$ cat src/rtl/axi_coeff_pkg.sv
// Shared types and constants for the AXI4-Lite coefficient write front end.
// Holds the FSM state encoding, AXI response codes and coefficient defaults.
package axi_coeff_pkg;

  // Write-path FSM states
  typedef enum logic [1:0] {
    IDLE = 2'd0,
    WR   = 2'd1,
    RESP = 2'd2
  } coeff_wr_state_e;

  // AXI write response codes
  localparam logic [1:0] RESP_OKAY   = 2'b00;
  localparam logic [1:0] RESP_SLVERR = 2'b10;

  // Coefficient array defaults
  localparam int unsigned NUM_COEFF_DEFAULT = 25;
  localparam int unsigned COEFF_WIDTH       = 16;

endpackage : axi_coeff_pkg

$ cat src/rtl/axi_beat_hold.sv
// Single-entry holding register for one AXI channel beat (AW or W).
// Ports:
//   clk_i, rst_ni    clock, asynchronous active-low reset
//   load_i           handshake completing this cycle; captures data_i
//   clr_i            drops the held beat (takes priority over load_i)
//   data_i           incoming beat payload
//   avail_c_o        a beat is held or arriving this cycle
//   avail_data_c_o   payload of that beat (incoming one if arriving)
module axi_beat_hold #(
  parameter int unsigned WIDTH = 8
) (
  input  logic             clk_i,
  input  logic             rst_ni,
  input  logic             load_i,
  input  logic             clr_i,
  input  logic [WIDTH-1:0] data_i,
  output logic             avail_c_o,
  output logic [WIDTH-1:0] avail_data_c_o
);

  logic             full_q, full_d;
  logic [WIDTH-1:0] data_q, data_d;

  // Next-state: clear wins, otherwise a handshake fills the slot
  always_comb begin
    full_d = full_q;
    data_d = data_q;
    if (clr_i) begin
      full_d = 1'b0;
    end else if (load_i) begin
      full_d = 1'b1;
      data_d = data_i;
    end
  end

  always_ff @(posedge clk_i or negedge rst_ni) begin
    if (!rst_ni) begin
      full_q <= 1'b0;
      data_q <= '0;
    end else begin
      full_q <= full_d;
      data_q <= data_d;
    end
  end

  // Lets the parent decide on a beat in the same cycle it arrives
  assign avail_c_o      = full_q | load_i;
  assign avail_data_c_o = load_i ? data_i : data_q;

endmodule : axi_beat_hold

$ cat src/rtl/axi_lite_coeff_wr_if.sv
// AXI4-Lite slave write-channel front end feeding axi_data2coeff.
// Accepts AW and W beats in any order, issues one single-cycle wr_en strobe
// per completed transaction, then returns the B response. Write-only.
// Optional build macro: COEFF_ADDR_CHECK_EN -- suppresses wr_en and answers
// SLVERR for word addresses at or beyond NUM_COEFF.
// Ports:
//   microblaze_clk, rst_n        clock, asynchronous active-low reset
//   s_axi_aw*/s_axi_w*/s_axi_b*  AXI4-Lite write address, data, response
//   wr_en/wr_addr/wr_data/wr_strb  registered write strobe to the consumer
module axi_lite_coeff_wr_if
  import axi_coeff_pkg::*;
#(
  parameter int unsigned ADDR_WIDTH = 8,
  parameter int unsigned DATA_WIDTH = 32,
  parameter int unsigned NUM_COEFF  = NUM_COEFF_DEFAULT
) (
  input  logic                    microblaze_clk,
  input  logic                    rst_n,
  input  logic [ADDR_WIDTH-1:0]   s_axi_awaddr,
  input  logic [2:0]              s_axi_awprot,
  input  logic                    s_axi_awvalid,
  output logic                    s_axi_awready,
  input  logic [DATA_WIDTH-1:0]   s_axi_wdata,
  input  logic [DATA_WIDTH/8-1:0] s_axi_wstrb,
  input  logic                    s_axi_wvalid,
  output logic                    s_axi_wready,
  output logic [1:0]              s_axi_bresp,
  output logic                    s_axi_bvalid,
  input  logic                    s_axi_bready,
  output logic [ADDR_WIDTH-1:0]   wr_addr,
  output logic                    wr_en,
  output logic [DATA_WIDTH-1:0]   wr_data,
  output logic [DATA_WIDTH/8-1:0] wr_strb
);

  localparam int unsigned STRB_WIDTH = DATA_WIDTH / 8;
  localparam int unsigned IDX_WIDTH  = ADDR_WIDTH - 2;
  localparam int unsigned WPAY_WIDTH = DATA_WIDTH + STRB_WIDTH;

  coeff_wr_state_e         state_q, state_d;
  logic                    awready_q, awready_d;
  logic                    wready_q, wready_d;
  logic                    bvalid_q, bvalid_d;
  logic [1:0]              bresp_q, bresp_d;
  logic                    wr_en_q, wr_en_d;
  logic [ADDR_WIDTH-1:0]   wr_addr_q, wr_addr_d;
  logic [DATA_WIDTH-1:0]   wr_data_q, wr_data_d;
  logic [STRB_WIDTH-1:0]   wr_strb_q, wr_strb_d;

  logic                    aw_hs_c, w_hs_c, clr_c;
  logic                    aw_avail_c, w_avail_c;
  logic [IDX_WIDTH-1:0]    aw_idx_c;
  logic [WPAY_WIDTH-1:0]   w_pay_c;
  logic                    in_range_c;
  logic                    unused_c;

  assign aw_hs_c = s_axi_awvalid & awready_q;
  assign w_hs_c  = s_axi_wvalid & wready_q;
  assign clr_c   = (state_q == WR);

  // Address is held as a word index; the byte offset is dropped on capture
  axi_beat_hold #(.WIDTH(IDX_WIDTH)) u_aw_hold (
    .clk_i          (microblaze_clk),
    .rst_ni         (rst_n),
    .load_i         (aw_hs_c),
    .clr_i          (clr_c),
    .data_i         (s_axi_awaddr[ADDR_WIDTH-1:2]),
    .avail_c_o      (aw_avail_c),
    .avail_data_c_o (aw_idx_c)
  );

  axi_beat_hold #(.WIDTH(WPAY_WIDTH)) u_w_hold (
    .clk_i          (microblaze_clk),
    .rst_ni         (rst_n),
    .load_i         (w_hs_c),
    .clr_i          (clr_c),
    .data_i         ({s_axi_wdata, s_axi_wstrb}),
    .avail_c_o      (w_avail_c),
    .avail_data_c_o (w_pay_c)
  );

`ifdef COEFF_ADDR_CHECK_EN
  assign in_range_c = (32'(aw_idx_c) < NUM_COEFF);
  assign unused_c   = ^{s_axi_awprot, s_axi_awaddr[1:0]};
`else
  assign in_range_c = 1'b1;
  assign unused_c   = ^{s_axi_awprot, s_axi_awaddr[1:0], 32'(NUM_COEFF)};
`endif

  // Next-state and registered-output logic
  always_comb begin
    state_d   = state_q;
    bvalid_d  = 1'b0;
    bresp_d   = RESP_OKAY;
    wr_en_d   = 1'b0;
    wr_addr_d = wr_addr_q;
    wr_data_d = wr_data_q;
    wr_strb_d = wr_strb_q;

    case (state_q)
      IDLE: begin
        // Strobe outputs are loaded here so wr_en is high during WR
        if (aw_avail_c && w_avail_c) begin
          state_d = WR;
          if (in_range_c) begin
            wr_en_d   = 1'b1;
            wr_addr_d = {aw_idx_c, 2'b00};
            wr_data_d = w_pay_c[WPAY_WIDTH-1:STRB_WIDTH];
            wr_strb_d = w_pay_c[STRB_WIDTH-1:0];
          end
        end
      end
      WR: begin
        // A suppressed strobe in WR means the address was out of range
        state_d  = RESP;
        bvalid_d = 1'b1;
        bresp_d  = wr_en_q ? RESP_OKAY : RESP_SLVERR;
      end
      RESP: begin
        if (s_axi_bready) begin
          state_d = IDLE;
        end else begin
          bvalid_d = 1'b1;
          bresp_d  = bresp_q;
        end
      end
      default: state_d = IDLE;
    endcase

    awready_d = (state_d == IDLE) && !aw_avail_c;
    wready_d  = (state_d == IDLE) && !w_avail_c;
  end

  always_ff @(posedge microblaze_clk or negedge rst_n) begin
    if (!rst_n) begin
      state_q   <= IDLE;
      awready_q <= 1'b0;
      wready_q  <= 1'b0;
      bvalid_q  <= 1'b0;
      bresp_q   <= RESP_OKAY;
      wr_en_q   <= 1'b0;
      wr_addr_q <= '0;
      wr_data_q <= '0;
      wr_strb_q <= '0;
    end else begin
      state_q   <= state_d;
      awready_q <= awready_d;
      wready_q  <= wready_d;
      bvalid_q  <= bvalid_d;
      bresp_q   <= bresp_d;
      wr_en_q   <= wr_en_d;
      wr_addr_q <= wr_addr_d;
      wr_data_q <= wr_data_d;
      wr_strb_q <= wr_strb_d;
    end
  end

  assign s_axi_awready = awready_q;
  assign s_axi_wready  = wready_q;
  assign s_axi_bvalid  = bvalid_q;
  assign s_axi_bresp   = bresp_q;
  assign wr_en         = wr_en_q;
  assign wr_addr       = wr_addr_q;
  assign wr_data       = wr_data_q;
  assign wr_strb       = wr_strb_q;

endmodule : axi_lite_coeff_wr_if

$ cat config.mk
export PLATFORM = sky130hd
export DESIGN_NAME = axi_lite_coeff_wr_if
export DESIGN_NICKNAME = d
export VERILOG_FILES = /design/src/rtl/axi_coeff_pkg.sv /design/src/rtl/axi_beat_hold.sv /design/src/rtl/axi_lite_coeff_wr_if.sv
export SDC_FILE = /design/constraint.sdc
export NUM_CORES = 1
export LEC_CHECK = 0
export ABC_AREA = 1
export BUFFER_PORTS_ARGS = -buffer_cell sky130_fd_sc_hd__buf_2
export CORE_ASPECT_RATIO = 0.6
export CORE_UTILIZATION = 36
export CTS_BUF_LIST = sky130_fd_sc_hd__clkbuf_8 sky130_fd_sc_hd__clkbuf_16
export DETAILED_ROUTE_END_ITERATION = 7
export PLACE_DENSITY_LB_ADDON = 0.12
export SETUP_SLACK_MARGIN = 0.02
export SLEW_MARGIN = 20
export SYNTH_ARGS = -nofsm -noshare
export SYNTH_HDL_FRONTEND = slang
export SYNTH_SLANG_ARGS = --single-unit
export TNS_END_PERCENT = 5
$ cat constraint.sdc
create_clock -name microblaze_clk -period 2 [get_ports microblaze_clk]
set_input_delay 0.1 -clock microblaze_clk [delete_from_list [all_inputs] [get_ports microblaze_clk]]
set_output_delay 0.1 -clock microblaze_clk [all_outputs]
set_load 0.01 [all_outputs]
**Word-level counts from Yosys, hierarchy flattened**

Cells that the tools add are included.

- RAM bits: 0
- Logic and storage cells: 46
- Input bits: 52
- Output and inout bits: 50
- Register bits after elaboration: 94
- Bits in read-only memories: 0
- Bits in latches: 0
- Memories: 0

- Equal/unequal tests: 3
- Magnitude comparators: 0
- Reduce and logical (&&, ||, !) cells: 10
- Divide/modulo/power cells: 0
- Multipliers: 0
- Shifts and indexed selects: 0
- Mux-type cells: 16
- $add $sub $neg: 0
- Bitwise logic cells: 4

Operators by type and width:

| cell | count |
|---|---|
| $mux 36 | 1 |
| $mux 2 | 4 |
| $mux 1 | 7 |
| $mux 6 | 1 |
| $pmux 2 s3 | 1 |
| $logic_not 2->1 | 2 |
| $pmux 2 s2 | 1 |
| $reduce_bool 2->1 | 2 |
| $logic_and 1x1->1 | 3 |
| $and 1x1->1 | 2 |
| $eq 2x1->1 const B | 1 |
| $eq 2x2->1 const B | 1 |
| $logic_not 1->1 | 2 |
| $ne 2x2->1 const B | 1 |
| $or 1x1->1 | 2 |
| $pmux 1 s2 | 1 |
| $reduce_and 2->1 | 1 |

**Depth between registers and ports, before layout**

- Word-level depth: 7
- Depth in mapped cells: 9
- Gate-level depth less buffers: 9

**By module**

A second synthesis with hierarchy kept.

- Cell total of the unflattened synthesis: 628
- Area, all modules: 4663.2 um2

By module, submodules not included:

| module | times used | seq. area each (um2) | area each (um2) | cells an instance |
|---|---|---|---|---|
| axi_beat_hold at u_w_hold | 1 | 925.9 | 2260.9 | 345 |
| axi_lite_coeff_wr_if | 1 | 1226.2 | 1994.4 | 222 |
| axi_beat_hold at u_aw_hold | 1 | 175.2 | 407.9 | 61 |

**Worst setup path before layout**

No wires, ideal clock.

- Kind: reg-to-reg
- Start point: register state_q[1]
- End point: register u_aw_hold.data_q[2]
- Path slack: 0.701 ns
- Required time: 1.917 ns
- Arrival time: 1.216 ns
- Cell stages (with the launch flop): 8
- Library setup time: 0.083 ns
- Buffers on the path: 2
- Clock period less this slack: 1.299 ns
- Cell sequence: dfrtp_1 > inv_1 > ha_1 > inv_1 > buf_2 > buf_2 > nand2_1 > o21ai_0

- Longest elaborated chain between the ends: 1

Ends and longest elaborated chain:

| what | line | RTL |
|---|---|---|
| from (decl) | axi_lite_coeff_wr_if.sv:40 | `coeff_wr_state_e state_q, state_d;` |
| from (signal assigned) | axi_lite_coeff_wr_if.sv:146 | `state_q <= state_d;` |
| $eq 2x1->1 | axi_lite_coeff_wr_if.sv:59 | `assign clr_c = (state_q == WR);` |
| to (signal assigned) | axi_beat_hold.sv:42 | `data_q <= data_d;` |
| to (decl) | axi_beat_hold.sv:22 | `logic [WIDTH-1:0] data_q, data_d;` |

Every way passes these cells.
A chain may end at the register's enable or synchronous reset.

**Worst setup path in the final report**

- Start point: register state_q[1]
- End point: register awready_q, in the netlist s_axi_awready

- Longest elaborated chain between the ends: 4
- Elaborated cells between the ends (all ways): 8
- Those cells by class: eq/ne (2); mux (3); reduce/logical (3)

Ends and longest elaborated chain:

| what | line | RTL |
|---|---|---|
| $eq 2x2->1 (tied with other cells) | axi_lite_coeff_wr_if.sv:100 | `case (state_q)` |
| $pmux 2 s3 (*) | axi_lite_coeff_wr_if.sv:100 |  |
| $logic_not 2->1 (*) | axi_lite_coeff_wr_if.sv:130 | `awready_d = (state_d == IDLE) && !aw_avail_c;` |
| $logic_and 1x1->1 (*) | axi_lite_coeff_wr_if.sv:130 |  |
| named net awready_d | axi_lite_coeff_wr_if.sv:41 | `logic awready_q, awready_d;` |
| to (signal assigned) | axi_lite_coeff_wr_if.sv:147 | `awready_q <= awready_d;` |
| to (decl) | axi_lite_coeff_wr_if.sv:41 |  |

The timed path passes the listed nets; every way through them passes the cells marked *.

==> impl_metrics.toml <==
[power_and_ir_drop]
comb_power_share_pct = 43.2
p_leak_nw = 2.84
power_switching_share_pct = 39.6
total_power_mw = 8.65
power.internal_mw = 5.23
pwr-share-clk_pct = 19.5
seq_power_share_pct = 37.3
ir_worst_vdd_uv = 599
switchingPower_mw = 3.42
power_density_nw_per_um2 = 1680

[route]
dr_wl_met2_mm = 3.92
wl_per_cell_microns = 12.6
drt_pass1_iterations = 4
antenna_left = 0
dr_wl_met3_microns = 633
vias = 3295
top_layer_used = "met5"
drcViolationCount = 0
drt-initial-drc-count = 126
drt-met1-wl_mm = 4.85
routed_wl_mm = 9.51
detail_route.vias_per_cell = 4.37

[clock_tree]
h-tree-depth = 3
numCtsBuffers = 9
clock-root-buffer = "clkbuf_16"
cts_buffer_depth = 2
post-cts-setup-buffers = 0
insertion_delay_ps = 330
ctsHoldBuffers = 1
cts_tree = "done"
clk_pin_slew_ps = 60
clock_sinks = 93
cts-resized-gates = 0

[layout]
final_common_cell = "nand2_1"
fin_util_pct = 45.2
syn2layout_area_growth_pct = 20.7
num-nets-final = 644
fin_area_sq_um = 5150
drive_above_1_share_pct = 26.8
mostFrequentLayoutCells = "180 x nand2_1, 93 x dfrtp_1, 92 x buf_2"
fillers = 1162

[floorplanning]
die-area_sq_um = 12300
fp.dieH_microns = 86.4
ios = 102
rows = 30
die_w_microns = 143
start_util_pct = 37.4
design.core.area_sq_um = 11400

[worst_setup_path]
crit_path_frequent_cell = "nand2_1"
crit_buf_inv = 2
critPathCaptureType = "flop"
path_cells = "inv_1 -> ha_1 -> nand3_4 -> buf_4 -> nand2_1 -> nand2_1 -> nand2_1 -> nor2_1"
cp.arrival_ps = 2020
startpoint_type = "flop"
crit_type = "reg2reg"
path_max_fanout = 43
max_stage_delay_ps = 440
required_ps = 2260
cp_slowest_cell = "buf_4"
cp_top_family = "buffers and inverters"
rr_startpoint = "state_q[1]$_DFF_PN0_"
startpoint = "state_q[1]$_DFF_PN0_"

[synth]
ys_seq_area_share_pct = 54.5
avgSynthCellArea_sq_um = 8.52
netlist.area_leader.share_pct = 54.5
syn_area_sq_um = 4270
yosysUniqueCellTypes = 20
ys_warn_count = 0
synth_top_cells_by_area = "dfrtp_1 55%, nand2_1 16%, a21oi_2 7.4%"
synthCells = 501
ys_seq_elements = 93
synth_top_area_cell = "dfrtp_1"

[sta]
fin_crit_sh_pct = 87.8
finalCriticalPeriod_ps = 1760
finalSetupViolCount = 0
drv_slew = 0
tns_ps = 0
hold_violations = 0
skew_ps = 7.61
fmax_ghz = 0.569
worst_pin_slew_ps = 501
rsz0062_at_grt = "false"
relSlewSlack_pct = 66.6

[global_route]
grt_max_degree = 74
track_usage_pct = 16.5
antenna_found_initial = 2
grt_pass1_wl_mm = 15.7
grt_pass1_vias = 3174
grt-ovfl-total = 0

[run]
maxCapViolCount = 0

[hold_path]
holdCritPathClass = "in2reg"
hold_start = "s_axi_wvalid"

[place]
placed_cell_area_sq_um = 4850
numPortBuffers = 93
dp_hpwl_mm = 6.23
gp_congestion = 0.717

[run_status]
status = "finished clean"
area by class of cell:
cell class | count | area [sq um] | share of cell area [%]
timing repair buffer | 103 | 583 | 11.3
clock buffer | 10 | 239 | 4.64
tap | 160 | 200 | 3.88
antenna | 1 | 2.50 | 0.0486
sequential | 93 | 2330 | 45.2
multi-input combinational | 326 | 1540 | 29.9
clock inverter | 6 | 55.1 | 1.07
inverter | 55 | 206 | 4.01
synthesized netlist by cell type:
cell and instances:
a21boi_0 1, inv_2 1, ha_1 4, buf_4 7, nand3_1 1, nand2_1 180
dfrtp_1 93, o21a_1 1, o21ai_1 2, buf_2 10, inv_1 54, conb_1 1
nand2_2 4, a21oi_2 36, nand3_4 1, nor2_1 44, a21oi_1 8, clkbuf_1 4
o21ai_0 41, buf_6 8
stage by stage:
stage | hold WS (ps) | setup slack (ps) | cells
floorplan | -196 | 701 | 503
global placement | 104 | 291 | 736
detailed placement | 99.6 | 246 | 736
CTS | 114 | 238 | 753
global route | 136 | 45.4 | 753
finish | 120 | 244 | 754
logic make-up after synthesis:
kind of cell / share of synthesized area, %
buffers and inverters: 9.70
AO/OA/AOI/OAI: 13.7
adder cells (fa/ha/maj): 1.17
AND/OR/NAND/NOR: 20.8
other: 0.0878
flip-flops: 54.5
power by group through the flow:
stage / Combinational, mW / Sequential (mW) / Clock [mW]
floorplan: 2.51 / 3.43 / 0
global placement: 3.68 / 3.24 / 0
detailed placement: 3.80 / 3.26 / 0
CTS: 3.81 / 3.24 / 1.74
global route: 4.30 / 3.35 / 1.81
finish: 3.74 / 3.23 / 1.69
sequential cells by signal (all words and copies together), names as in the netlist:
signal	cells
s_axi_awready	1
state_q	2
s_axi_wready	1
wr_strb	4
s_axi_bresp	1
wr_data	32
u_w_hold.full_q	1
wr_en	1
u_aw_hold.full_q	1
wr_addr	6
u_w_hold.data_q	36
u_aw_hold.data_q	6
s_axi_bvalid	1
per-layer routing:
metal  vias up  GRT usage (%)
li1       1695              -
met1      1517           22.8
met2        71           25.1
met3        10           5.30
met4         2           4.30
met5         -              0
final timing paths:
kind | endpoint | slack, ps | cells past startpoint
worst max-delay path | s_axi_awready$_DFF_PN0_ | 240 | 8
worst min-delay path | s_axi_wready$_DFF_PN0_ | 120 | 4
worst max register to register | s_axi_awready$_DFF_PN0_ | 240 | 8
worst min register to register | wr_data[21]$_DFFE_PN0P_ | 470 | 2
max in group asynchronous | u_w_hold.data_q[0]$_DFFE_PN0P_ | 1040 | 3
min in group asynchronous | u_aw_hold.data_q[1]$_DFFE_PN0P_ | 270 | 2
worst reg2reg max path, cell delays in order, from the launching register on:
cell	delay [ps]
dfrtp_1	420
inv_1	90
ha_1	240
nand3_4	110
buf_4	440
nand2_1	100
nand2_1	100
nand2_1	100
nor2_1	110
Note: power is estimated with default switching activity, not from simulation.
